File: config.mk
export PLATFORM = sky130hd
export DESIGN_NAME = uart_tx_fifo_flat
export DESIGN_NICKNAME = d
export VERILOG_FILES = /design/src/rtl/uart_tx_fifo_if.sv /design/src/rtl/uart_tx_fifo.sv /design/src/flat_wrapper.sv
export SDC_FILE = /design/constraint.sdc
export NUM_CORES = 1
export LEC_CHECK = 0
export ABC_AREA = 1
export CORE_MARGIN = 2
export CORE_UTILIZATION = 56
export DETAILED_ROUTE_END_ITERATION = 8
export GPL_ROUTABILITY_DRIVEN = 0
export PLACE_DENSITY = 0.83
export SLEW_MARGIN = 20
export SYNTH_ARGS = -nofsm -noshare
export SYNTH_HDL_FRONTEND = slang
export SYNTH_SLANG_ARGS = --single-unit
File: constraint.sdc
create_clock -name clk -period 2.75 [get_ports clk]
set_clock_uncertainty 0.05 [all_clocks]
set_input_delay 0.4125 -clock clk [delete_from_list [all_inputs] [get_ports clk]]
set_output_delay 0.4125 -clock clk [all_outputs]
set_load 0.05 [all_outputs]
File: src/rtl/uart_tx_fifo_if.sv
// uart_tx_fifo_if: producer write port plus transmitter status and serial line
interface uart_tx_fifo_if #(parameter int FIFO_DEPTH = 16);
  logic wr_en;
  logic [7:0] wr_data;
  logic full;
  logic [$clog2(FIFO_DEPTH):0] fifo_count;
  logic overflow;
  logic busy;
  logic tx_out;
  modport master(output wr_en, wr_data, input full, fifo_count, overflow, busy, tx_out);
  modport slave(input wr_en, wr_data, output full, fifo_count, overflow, busy, tx_out);
endinterface

File: src/rtl/uart_tx_fifo.sv
// uart_tx_fifo: FIFO-buffered UART transmitter, 8N/8E/8O with 1 or 2 stop bits, LSB first
module uart_tx_fifo #(
  parameter int NUM_CYCLES_PER_BIT = 10417,
  parameter int FIFO_DEPTH = 16,
  parameter int PARITY_EN = 1,
  parameter int PARITY_ODD = 0,
  parameter int STOP_BITS = 1
) (
  input logic clk,
  input logic rst,
  uart_tx_fifo_if.slave bus
);
  localparam int AW = $clog2(FIFO_DEPTH);
  localparam int CW = AW + 1;
  localparam int TW = $clog2(NUM_CYCLES_PER_BIT + 1);
  typedef enum logic [2:0] {IDLE, START, DATA, PARITY, STOP} state_t;
  state_t state_q, state_d;
  logic [TW-1:0] timer_q, timer_d;
  logic [2:0] idx_q, idx_d;
  logic [7:0] shift_q, shift_d;
  logic par_q, par_d;
  logic tx_q, tx_d;
  logic busy_q, full_q, ovf_q;
  logic [CW-1:0] cnt_q, cnt_d;
  logic [AW-1:0] wr_ptr_q, rd_ptr_q;
  logic [7:0] mem [FIFO_DEPTH];
  logic [7:0] head;
  logic push, pop, bit_end;
  assign head = mem[rd_ptr_q];
  assign push = bus.wr_en && !full_q;
  assign pop = (state_q == IDLE) && (cnt_q != '0);
  assign bit_end = timer_q == TW'(NUM_CYCLES_PER_BIT - 1);
  assign cnt_d = cnt_q + CW'(push) - CW'(pop);
  always_comb begin
    state_d = state_q;
    timer_d = (state_q == IDLE || bit_end) ? '0 : timer_q + TW'(1);
    idx_d = idx_q;
    shift_d = shift_q;
    par_d = par_q;
    case (state_q)
      IDLE: if (pop) begin
        state_d = START;
        shift_d = head;
        par_d = ^head ^ (PARITY_ODD != 0);
        idx_d = '0;
      end
      START: if (bit_end) state_d = DATA;
      DATA: if (bit_end) begin
        shift_d = shift_q >> 1;
        idx_d = idx_q + 3'd1;
        if (idx_q == 3'd7) begin
          state_d = (PARITY_EN != 0) ? PARITY : STOP;
          idx_d = '0;
        end
      end
      PARITY: if (bit_end) state_d = STOP;
      STOP: if (bit_end) begin
        idx_d = idx_q + 3'd1;
        if (idx_q == 3'(STOP_BITS - 1)) begin
          state_d = IDLE;
          idx_d = '0;
        end
      end
      default: state_d = IDLE;
    endcase
    // line level follows the state being entered so tx_out stays a plain register
    tx_d = (state_d == START) ? 1'b0 :
           (state_d == DATA) ? shift_d[0] :
           (state_d == PARITY) ? par_d : 1'b1;
  end
  always_ff @(posedge clk) begin
    if (push) mem[wr_ptr_q] <= bus.wr_data;
  end
  always_ff @(posedge clk or posedge rst) begin
    if (rst) begin
      state_q <= IDLE;
      timer_q <= '0;
      idx_q <= '0;
      shift_q <= '0;
      par_q <= 1'b0;
      tx_q <= 1'b1;
      busy_q <= 1'b0;
      full_q <= 1'b0;
      ovf_q <= 1'b0;
      cnt_q <= '0;
      wr_ptr_q <= '0;
      rd_ptr_q <= '0;
    end else begin
      state_q <= state_d;
      timer_q <= timer_d;
      idx_q <= idx_d;
      shift_q <= shift_d;
      par_q <= par_d;
      tx_q <= tx_d;
      busy_q <= (state_d != IDLE) || (cnt_d != '0);
      full_q <= cnt_d == CW'(FIFO_DEPTH);
      ovf_q <= bus.wr_en && full_q;
      cnt_q <= cnt_d;
      wr_ptr_q <= wr_ptr_q + AW'(push);
      rd_ptr_q <= rd_ptr_q + AW'(pop);
    end
  end
  assign bus.tx_out = tx_q;
  assign bus.busy = busy_q;
  assign bus.full = full_q;
  assign bus.overflow = ovf_q;
  assign bus.fifo_count = cnt_q;
endmodule
File: src/flat_wrapper.sv
// flat-port wrapper written by rule: the top's interface ports become plain ports
module uart_tx_fifo_flat 
#(
  parameter int NUM_CYCLES_PER_BIT = 10417,
  parameter int FIFO_DEPTH = 16,
  parameter int PARITY_EN = 1,
  parameter int PARITY_ODD = 0,
  parameter int STOP_BITS = 1
)
  (clk, rst, bus_wr_en, bus_wr_data, bus_full, bus_fifo_count, bus_overflow, bus_busy, bus_tx_out);
  uart_tx_fifo_if #(.FIFO_DEPTH(FIFO_DEPTH)) bus_i ();
  input logic clk;
  input logic rst;
  input wire logic [$bits(bus_i.wr_en)-1:0] bus_wr_en;
  input wire logic [$bits(bus_i.wr_data)-1:0] bus_wr_data;
  output wire logic [$bits(bus_i.full)-1:0] bus_full;
  output wire logic [$bits(bus_i.fifo_count)-1:0] bus_fifo_count;
  output wire logic [$bits(bus_i.overflow)-1:0] bus_overflow;
  output wire logic [$bits(bus_i.busy)-1:0] bus_busy;
  output wire logic [$bits(bus_i.tx_out)-1:0] bus_tx_out;
  assign bus_i.wr_en = bus_wr_en;
  assign bus_i.wr_data = bus_wr_data;
  assign bus_full = bus_i.full;
  assign bus_fifo_count = bus_i.fifo_count;
  assign bus_overflow = bus_i.overflow;
  assign bus_busy = bus_i.busy;
  assign bus_tx_out = bus_i.tx_out;
  uart_tx_fifo #(.NUM_CYCLES_PER_BIT(NUM_CYCLES_PER_BIT), .FIFO_DEPTH(FIFO_DEPTH), .PARITY_EN(PARITY_EN), .PARITY_ODD(PARITY_ODD), .STOP_BITS(STOP_BITS)) u_core (.clk(clk), .rst(rst), .bus(bus_i));
endmodule
==> results of run 1 <==
==> area by class of cell <==
cell class	count	area (µm²)	share of cell area, %
clock inverter	14	132.6	1.463
multi-input combinational	500	2386	26.33
tap	180	225.2	2.485
inverter	87	327.8	3.617
timing repair buffer	65	560.5	6.185
sequential	174	5001	55.18
clock buffer	18	429.2	4.736
==> cells by family after synthesis <==
logic type,share of synthesized area (%)
AOI/OAI and AO/OA,3.368
xor gates and xnor gates,1.015
adders and majority gates,2.675
buffers and inverters,5.994
DFF,64.34
and+or+nand+nor,22.61
==> per-stage QoR <==
stage          util, %  cell area, µm²  std cells  power, mW
2_1_floorplan        -            7786        782      4.034
3_3_place_gp     61.05            8376        998      4.494
3_5_place_dp     61.05            8376        998      4.550
4_1_cts          65.88            9039       1036      6.960
5_1_grt          66.06            9062       1038      7.234
6_report         66.06            9062       1038      6.949
==> state kept, by name, indices dropped and copies added, names as in the netlist, 3 cells and up <==
signal	flops
u_core.state_q	3
u_core.timer_q	14
u_core.rd_ptr_q	4
u_core.bus.fifo_count	5
u_core.shift_q	8
u_core.wr_ptr_q	4
u_core.mem	128
u_core.idx_q	3
==> cells in the final DEF (no fill, tap or decap), types with 3 or more instances in the layout <==
master,netlist,final
a21oi_1,13,13
buf_4,7,44
clkbuf_16,0,17
clkdlybuf4s50_1,0,19
clkinv_1,2,3
clkinv_2,1,4
clkinv_4,0,3
dfrtp_1,45,41
dfrtp_2,0,4
edfxtp_1,128,128
ha_1,15,12
ha_4,0,3
inv_1,77,70
inv_2,7,14
inv_6,0,4
nand2_1,253,253
nand3_1,56,55
nor2_1,100,98
nor2_4,1,3
nor3_1,8,7
nor3b_1,4,4
o21ai_0,16,16
o21ai_1,3,3
o221ai_1,8,8
xnor2_1,3,3
xor2_1,6,6
==> how the worst max path moves through the flow <==
stage          cells past startpoint              end  slack (ns)                     start
3_5_place_dp                      14  u_core.bus.busy       -0.24  u_core.bus.fifo_count[2]
3_3_place_gp                      14  u_core.bus.busy       -0.16  u_core.bus.fifo_count[2]
2_1_floorplan                     14  u_core.bus.busy       -0.31  u_core.bus.fifo_count[2]
6_report                          14  u_core.bus.busy       -0.11         u_core.state_q[2]
5_1_grt                           14  u_core.bus.busy       -0.21         u_core.state_q[2]
4_1_cts                           14  u_core.bus.busy        -0.1  u_core.bus.fifo_count[3]
==> metal layers <==
layer,vias up,routed length [µm],global-route usage (%)
li1,2687,-,-
met1,2531,6561,29.20
met2,187,7880,38.09
met3,25,959,5.290
met4,0,304,7.399
met5,-,0,0
==> power by group through the flow <==
stage,logic (mW),registers [mW],clock network [mW]
global placement,1.22,3.27,0
finish,1.43,3.24,2.29
floorplan,0.579,3.46,0
detailed placement,1.27,3.28,0
global route,1.56,3.26,2.42
CTS,1.41,3.23,2.32
==> critical path, delay by kind of cell (launching register included) <==
family	cells	cell delay [ns]
flip-flops	1	0.39
adder cells (fa/ha/maj)	3	0.86
buffers and inverters	5	0.28
AND/OR/NAND/NOR	6	1.15
==> timing repair <==
action | 4_1_cts | 5_1_grt
hold buffers | 0 | 0
buffers inserted | 6 | 2
setup endpoints to repair | 2 | 2
resized for setup | 11 | 3
pin swaps | 9 | 8
==> reports/metrics.cfg, run 1 <==
[status]
status=finished, violations left
violations=setup timing

[logic_synthesis]
yosys.area.top_type=edfxtp_1
ys_warn_count=0
synthMostInstantiatedCell=nand2_1
yosys-top-cells-count=nand2_1, edfxtp_1, nor2_1
synthCells=782
synth_ff_type=edfxtp_1
syn_avg_cell_area_um2=9.930
ys_async_sr_fraction_pct=26.44
yosysUniqueCellTypes=39
ys_ff_latch=174
synth-seq-area-share_pct=64.34
synth_area_leaders=edfxtp_1, dfrtp_1, nand2_1
synth_top_area_share_pct=49.50
syn_nets=809
syn_area_mm2=0.007765
synth_edf_count=128

[floorplan]
die_y_um=121.8
initial_core_util_pct=56.60
dieArea_mm2=0.01482
boundaryPins=20
core_mm2=0.01372
num_rows=43
die_w_um=121.8

[critical_path]
critPathRequiredTime_ns=3.00
ff2ff_setup_slack_ns=-0.11
path_cells=nor2_1, inv_1, nor2_2, inv_2, nor2_4, ha_4, inv_2, ha_4, inv_2, fa_2, inv_2, or4_4, nor3_4, nand3_1
crit_path_top_delay_cell=or4_4
cpPeakStageDelay_ns=0.55
reg2reg_depth=14
cpMostUsedCell=inv_2
cp-end-kind=flip-flop
worstPathMaxFanout=2
start_kind=flip-flop
crit_arrival_ns=3.11
crit_type=flip-flop to flip-flop
crit-reg2reg-launch=u_core.state_q[2]
rr_endpoint=u_core.bus.busy

[hold_path]
hold_path_class=primary input to async pin

[layout]
syn_to_final_growth_pct=16.71
nFillCells=994
nNetsFinal=872
drive_gt1_share_pct=12.94
antenna-diode-count=0

[pwr]
power_switching_mw=2.000
p_leak_nw=3.919
clockPowerShare_pct=32.9
combPwrFrac_pct=20.5
p_per_area_mw_per_mm2=766.8
seq_power_share_pct=46.6
ir_worst_vdd_mv=0.6451
cell_internal_pwr_mw=4.949
swShare_pct=28.79

[clock_network]
cts-root-buf=clkbuf_16
htreeDepth=4
cts_tree=yes
insertion_delay_ns=0.42
cts.clk_slew.worst_paths_ns=0.07
clk_path_buf_depth=2
cts-buffers-inserted=17
clkSinkCount=174

[timing]
finalMaxSlewViolations=0
period_needed_ns=2.856
finalSetupViolCount=1
period_share_pct=103.8
timing.fmax_mhz=350.2
rsz0062_at_grt=yes
hold_violations=0
setup_ws_ns=-0.1056
setup_tns_ns=-0.1056
maxSlewHeadroom_pct=52.10
worst_slew_pin_slew_ns=0.7175
holdWs_ns=0.3866

[run]
drv_cap=0

[drt]
dr.pass1.iters=5
routed_wl_um=15710
vias_per_cell=5.231
ant_nets=0
vias=5430
drtIter0Drc=451
wl_per_cell_um=15.13
drc=0

[placed_design]
dp.final_hpwl_um=10130
place_ws_ns=-0.2373
io_buffers=19

[grt]
grt_use_total_pct=22.65
grt_pass1_wl_um=25230
antenna_found_initial=0
grt_pass1_vias=5142
grt_max_degree=70
grt.overflow.total=0

Note: power is estimated with default switching activity, not from simulation.
==> run 2: changes to the inputs <==
Settings changed: CORE_UTILIZATION 56 to 60, PLACE_DENSITY 0.83 to 0.85.
Clock period 2.75 ns to 3.6 ns, I/O delays scaled along.
==> run 2 against run 1 <==
Net effect: the run now ends clean; cell count is 4.9% lower; global-route usage is 2.2 points higher; sequential power is 23% lower; power is 26% lower; worst hold slack better by 0.054 ns.
==> reports/metrics.cfg, run 2 (same netlist as run 1, synthesis figures left out) <==
[clock_network]
cts-buffers-inserted=17  ; unchanged
clkSinkCount=174  ; unchanged
cts-root-buf=clkbuf_16  ; unchanged
post_cts_resized=0  ; was 11
htreeDepth=4  ; unchanged
hold_buffers=0  ; unchanged
insertion_delay_ns=0.43  ; was 0.42 ns
clk_path_buf_depth=2  ; unchanged
cts_setup_buffers=0  ; was 6
cts.clk_slew.worst_paths_ns=0.06  ; was 0.07 ns
cts_tree=yes  ; unchanged

[placed_design]
dp.final_hpwl_um=10800  ; was 10130 µm
io_buffers=19  ; unchanged
dpl_cell_area_mm2=0.008056  ; was 0.008376 mm²
place_ws_ns=0.5733  ; was -0.2373 ns

[pwr]
p_per_area_mw_per_mm2=592.3  ; was 766.8 mW/mm²
ir_worst_vdd_mv=0.4161  ; was 0.6451 mV
p_leak_nw=3.691  ; was 3.919 nW

[floorplan]
initial_core_util_pct=61.53  ; was 56.60%
core_mm2=0.01262  ; was 0.01372 mm²
die_y_um=117.8  ; was 121.8 µm
boundaryPins=20  ; unchanged
die_w_um=117.8  ; was 121.8 µm
num_rows=41  ; was 43
dieArea_mm2=0.01387  ; was 0.01482 mm²

[drt]
wl_per_cell_um=16.65  ; was 15.13 µm
vias_per_cell=5.587  ; was 5.231
vias=5514  ; was 5430
dr.pass1.iters=7  ; was 5
ant_nets=0  ; unchanged
routed_wl_um=16440  ; was 15710 µm
drtIter0Drc=686  ; was 451
drc=0  ; unchanged

[layout]
layout_commonest_cell=nand2_1  ; unchanged
reg_top3=u_core.mem: 128 flops, u_core.timer_q: 14 flops, u_core.shift_q: 8 flops  ; unchanged
syn_to_final_growth_pct=11.13  ; was 16.71%
layout_common_cells=nand2_1, edfxtp_1, nor2_1  ; unchanged
antenna-diode-count=0  ; unchanged
largest_reg_flops=128  ; unchanged
regArea_mm2=0.004997  ; was 0.005001 mm²
multi_input_comb_area_mm2=0.002303  ; was 0.002386 mm²
stdcell_area_mm2=0.008630  ; was 0.009062 mm²
drive_gt1_share_pct=6.012  ; was 12.94%
nNetsFinal=829  ; was 872
nFillCells=886  ; was 994
largest-register=u_core.mem  ; unchanged

[critical_path]
reg2reg_depth=14  ; unchanged
start_kind=flip-flop  ; unchanged
crit_path_top_delay_cell=or4_1  ; was or4_4
cp-end-kind=flip-flop  ; unchanged
worstPathMaxFanout=3  ; was 2
crit_family=simple AND/OR/NAND/NOR gates  ; unchanged
crit_type=flip-flop to flip-flop  ; unchanged
cpMostUsedCell=inv_1  ; was inv_2
path_cells=inv_1, ha_1, nand3_1, nor2_1, nor2_2, ha_1, inv_1, ha_1, inv_1, fa_1, inv_1, or4_1, nor3_1, nand3_1  ; was nor2_1, inv_1, nor2_2, inv_2, nor2_4, ha_4, inv_2, ha_4, inv_2, fa_2, inv_2, or4_4, nor3_4, nand3_1
crit_cells=14  ; unchanged
critPathBufInv=4  ; was 5
crit_arrival_ns=3.31  ; was 3.11 ns
cpPeakStageDelay_ns=0.56  ; was 0.55 ns
critPathRequiredTime_ns=3.85  ; was 3.00 ns

[timing]
worst_slew_pin_slew_ns=0.9489  ; was 0.7175 ns
maxSlewHeadroom_pct=36.65  ; was 52.10%
period_share_pct=85.08  ; was 103.8%
holdWs_ns=0.4410  ; was 0.3866 ns
rsz0062_at_grt=no  ; was yes
hold_violations=0  ; unchanged
setup_ws_ns=0.5373  ; was -0.1056 ns
finalMaxSlewViolations=0  ; unchanged
finalSetupViolCount=0  ; was 1
period_needed_ns=3.063  ; was 2.856 ns
setup_tns_ns=0  ; was -0.1056 ns
timing.fmax_mhz=326.5  ; was 350.2 MHz

[grt]
grt.overflow.total=0  ; unchanged
grt_pass1_wl_um=26620  ; was 25230 µm
antenna_found_initial=0  ; unchanged
grt_use_total_pct=24.88  ; was 22.65%
grt_pass1_vias=5405  ; was 5142
grt_max_degree=77  ; was 70

[hold_path]
hold_depth=1
hold_path_class=flip-flop to flip-flop  ; was primary input to async pin

[status]
status=finished clean  ; was finished, violations left

[run]
drv_cap=0  ; unchanged

==> run 2: metal layers <==
| metal | up-vias | GRT usage [%] | wire, µm |
|---|---|---|---|
| met5 | - | 0 | 0 |
| met4 | 0 | 10.77 | 495 |
| met3 | 43 | 6.056 | 1266 |
| met2 | 252 | 42.01 | 8372 |
| met1 | 2622 | 30.65 | 6302 |
| li1 | 2597 | - | - |
==> run 2: path summary, 6_finish.rpt <==
kind	startpoint	slack (ns)	end
setup / recovery	u_core.bus.fifo_count[2]	0.54	u_core.bus.busy
hold / removal	u_core.timer_q[0]	0.44	u_core.timer_q[0]
setup reg to reg	u_core.bus.fifo_count[2]	0.54	u_core.bus.busy
hold reg to reg	u_core.timer_q[0]	0.44	u_core.timer_q[0]
max in group asynchronous	rst	2.26	u_core.rd_ptr_q[0]
min in group asynchronous	rst	0.60	u_core.timer_q[12]
==> run 2: per-stage QoR <==
step / instances / power (mW) / util (%)
floorplan: 782 / 3.065 / -
detailed placement: 955 / 3.359 / 63.84
global placement: 955 / 3.291 / 63.84
global route: 987 / 5.297 / 68.38
finish: 987 / 5.112 / 68.38
CTS: 987 / 5.115 / 68.38
==> run 2: area by class of cell <==
type                    count  share of cell area [%]
inverters                  87                   3.799
clock inverters            14                   1.667
multi-input cells         500                   26.69
well taps                 172                   2.494
clock buffers              18                   4.973
repair buffers             22                   2.465
flip-flops and latches    174                   57.91
==> run 2: report_power, final <==
group | internal, mW | switching, mW | leakage, nW | total [mW]
Sequential | 2.39 | 0.0975 | 1.73 | 2.49
Combinational | 0.255 | 0.591 | 1.69 | 0.846
Clock | 1.02 | 0.756 | 0.273 | 1.78
Total | 3.67 | 1.44 | 3.69 | 5.11
==> run 2: worst register-to-register path, delay by kind of cell (launching register included) <==
kind,cells,cell delay (ns)
adders and majority gates,4,1.09
buffers and inverters,4,0.28
DFF,1,0.40
and+or+nand+nor,6,1.13
==> run 3: changes to the inputs <==
Settings changed: CORE_MARGIN 2 to unset.
==> run 3 against run 2 <==
Net effect: clock power rose by 2%; power grew 0.82%; via count fell by 1.6%; largest power group unchanged; sequential power hardly changed; sequential share of layout area fell by 0.18 points; highest routed layer unchanged; critical endpoint unchanged; critical path depth is the same.
==> reports/metrics.cfg, run 3 (same netlist as run 1, synthesis figures left out) <==
[critical_path]
start_kind=flip-flop  ; unchanged
cp-end-kind=flip-flop  ; unchanged
reg2reg_depth=14  ; unchanged
path_cells=inv_1, ha_1, nand3_1, nor2_1, nor2_2, ha_1, inv_1, ha_1, inv_1, fa_1, inv_1, or4_1, nor3_1, nand3_1  ; unchanged
crit_path_top_delay_cell=or4_1  ; unchanged
cpPeakStageDelay_ns=0.57  ; was 0.56 ns
crit_cells=14  ; unchanged
critPathRequiredTime_ns=3.85  ; about the same
critPathBufInv=4  ; unchanged
cpMostUsedCell=inv_1  ; unchanged
crit_family=simple AND/OR/NAND/NOR gates  ; unchanged
crit_type=flip-flop to flip-flop  ; unchanged
worstPathMaxFanout=3  ; unchanged
crit_arrival_ns=3.29  ; was 3.31 ns

[drt]
wl_per_cell_um=16.51  ; was 16.65 µm
drtIter0Drc=529  ; was 686
routed_wl_um=16300  ; was 16440 µm
vias_per_cell=5.499  ; was 5.587
vias=5428  ; was 5514
ant_nets=0  ; unchanged
dr.pass1.iters=5  ; was 7
drc=0  ; unchanged

[floorplan]
boundaryPins=20  ; unchanged
initial_core_util_pct=61.53  ; unchanged
die_y_um=115.8  ; was 117.8 µm
core_mm2=0.01262  ; unchanged
dieArea_mm2=0.01340  ; was 0.01387 mm²
die_w_um=115.8  ; was 117.8 µm
num_rows=41  ; unchanged

[layout]
final_cells=987  ; unchanged
syn_to_final_growth_pct=11.47  ; was 11.13%
reg_top3=u_core.mem: 128 flops, u_core.timer_q: 14 flops, u_core.shift_q: 8 flops  ; unchanged
layout_commonest_cell=nand2_1  ; unchanged
largest-register=u_core.mem  ; unchanged
drive_gt1_share_pct=6.258  ; was 6.012%
nFillCells=902  ; was 886
antenna-diode-count=0  ; unchanged
nNetsFinal=829  ; unchanged
largest_reg_flops=128  ; unchanged
layout_common_cells=nand2_1, edfxtp_1, nor2_1  ; unchanged

[timing]
setup_tns_ns=0  ; unchanged
timing.fmax_mhz=329.2  ; was 326.5 MHz
period_share_pct=84.37  ; was 85.08%
finalMaxSlewViolations=0  ; unchanged
maxSlewHeadroom_pct=34.34  ; was 36.65%
finalSetupViolCount=0  ; unchanged
period_needed_ns=3.037  ; was 3.063 ns
worst_slew_pin_slew_ns=0.9835  ; was 0.9489 ns
hold_violations=0  ; unchanged
rsz0062_at_grt=no  ; unchanged
setup_ws_ns=0.5625  ; was 0.5373 ns

[grt]
gr-max-usage-layer=met2  ; unchanged
met1_usage_pct=32.77  ; was 30.65%
grt_pass1_wl_um=25900  ; was 26620 µm
grtUsageMet3_pct=5.335  ; was 6.056%
grt.overflow.total=0  ; unchanged
grtUsageMet2_pct=42.86  ; was 42.01%
grt_max_degree=77  ; unchanged
grt_use_total_pct=26.52  ; was 24.88%
antenna_found_initial=0  ; unchanged
grt_pass1_vias=5306  ; was 5405

[pwr]
power_switching_mw=1.456  ; was 1.444 mW
ir_worst_vdd_mv=0.4340  ; was 0.4161 mV
swShare_pct=28.26  ; about the same
clockPowerShare_pct=35.4  ; was 34.8%
combPwrFrac_pct=16.4  ; was 16.5%
cell_internal_pwr_mw=3.697  ; was 3.667 mW
p_leak_nw=3.710  ; was 3.691 nW
p_per_area_mw_per_mm2=595.4  ; was 592.3 mW/mm²
seq_power_share_pct=48.2  ; was 48.7%
finalPower_mw=5.154  ; was 5.112 mW

[clock_network]
insertion_delay_ns=0.43  ; about the same
hold_buffers=0  ; unchanged
clkSinkCount=174  ; unchanged
cts-root-buf=clkbuf_16  ; unchanged
clk_path_buf_depth=2  ; unchanged
cts-buffers-inserted=17  ; unchanged
cts.clk_slew.worst_paths_ns=0.06  ; about the same
post_cts_resized=0  ; unchanged
cts_tree=yes  ; unchanged
htreeDepth=4  ; unchanged
cts_setup_buffers=0  ; unchanged

[placed_design]
place_ws_ns=0.5777  ; was 0.5733 ns
io_buffers=19  ; unchanged
placed_cells=955  ; unchanged
dp.final_hpwl_um=10670  ; was 10800 µm

[status]
status=finished clean  ; unchanged

[hold_path]
hold_path_class=flip-flop to flip-flop  ; unchanged
hold_depth=1  ; unchanged

[run]
drv_cap=0  ; unchanged

run 3: path summary, 6_finish.rpt:
path,slack [ns],endpoint,start
setup / recovery,0.56,u_core.bus.busy,u_core.bus.fifo_count[2]
hold / removal,0.45,u_core.timer_q[0],u_core.timer_q[0]
setup reg to reg,0.56,u_core.bus.busy,u_core.bus.fifo_count[2]
hold reg to reg,0.45,u_core.timer_q[0],u_core.timer_q[0]
max in group asynchronous,2.21,u_core.rd_ptr_q[0],rst
min in group asynchronous,0.61,u_core.timer_q[12],rst
run 3: power by group through the flow:
stage          sequential, mW  combinational (mW)  clock [mW]
2_1_floorplan            2.63               0.433           0
3_3_place_gp             2.51               0.785           0
3_5_place_dp             2.52               0.832           0
4_1_cts                  2.48               0.841        1.84
5_1_grt                  2.50               0.929        1.91
6_report                 2.48               0.847        1.82
run 3: cell type report:
cell class	count	area, µm²	share of cell area (%)
clock buffers	18	439.2	5.074
multi-input cells	500	2303	26.61
well taps	172	215.2	2.486
inverters	87	327.8	3.787
flip-flops and latches	174	4997	57.73
repair buffers	22	212.7	2.457
clock inverters	14	160.2	1.850
run 3: stage by stage:
| stage | utilization [%] | hold WS, ns | instance area [µm²] |
|---|---|---|---|
| 5_1_grt | 68.59 | 0.4930 | 8656 |
| 6_report | 68.59 | 0.4473 | 8656 |
| 2_1_floorplan | - | 0.4046 | 7765 |
| 4_1_cts | 68.59 | 0.4461 | 8656 |
| 3_5_place_dp | 63.84 | 0.4383 | 8056 |
| 3_3_place_gp | 63.84 | 0.4174 | 8056 |
run 3: metal layers:
layer | routed length, µm | share of wire [%]
met5 | 0 | 0
met4 | 669 | 4.1
met3 | 1033 | 6.3
met2 | 8216 | 50
met1 | 6377 | 39
run 3: worst register-to-register path, stage by stage, from the launching register on:
cell	delay, ns
dfrtp_1	0.39
inv_1	0.09
ha_1	0.15
nand3_1	0.09
nor2_1	0.12
nor2_2	0.06
ha_1	0.27
inv_1	0.06
ha_1	0.16
inv_1	0.07
fa_1	0.49
inv_1	0.06
or4_1	0.57
nor3_1	0.19
nand3_1	0.08
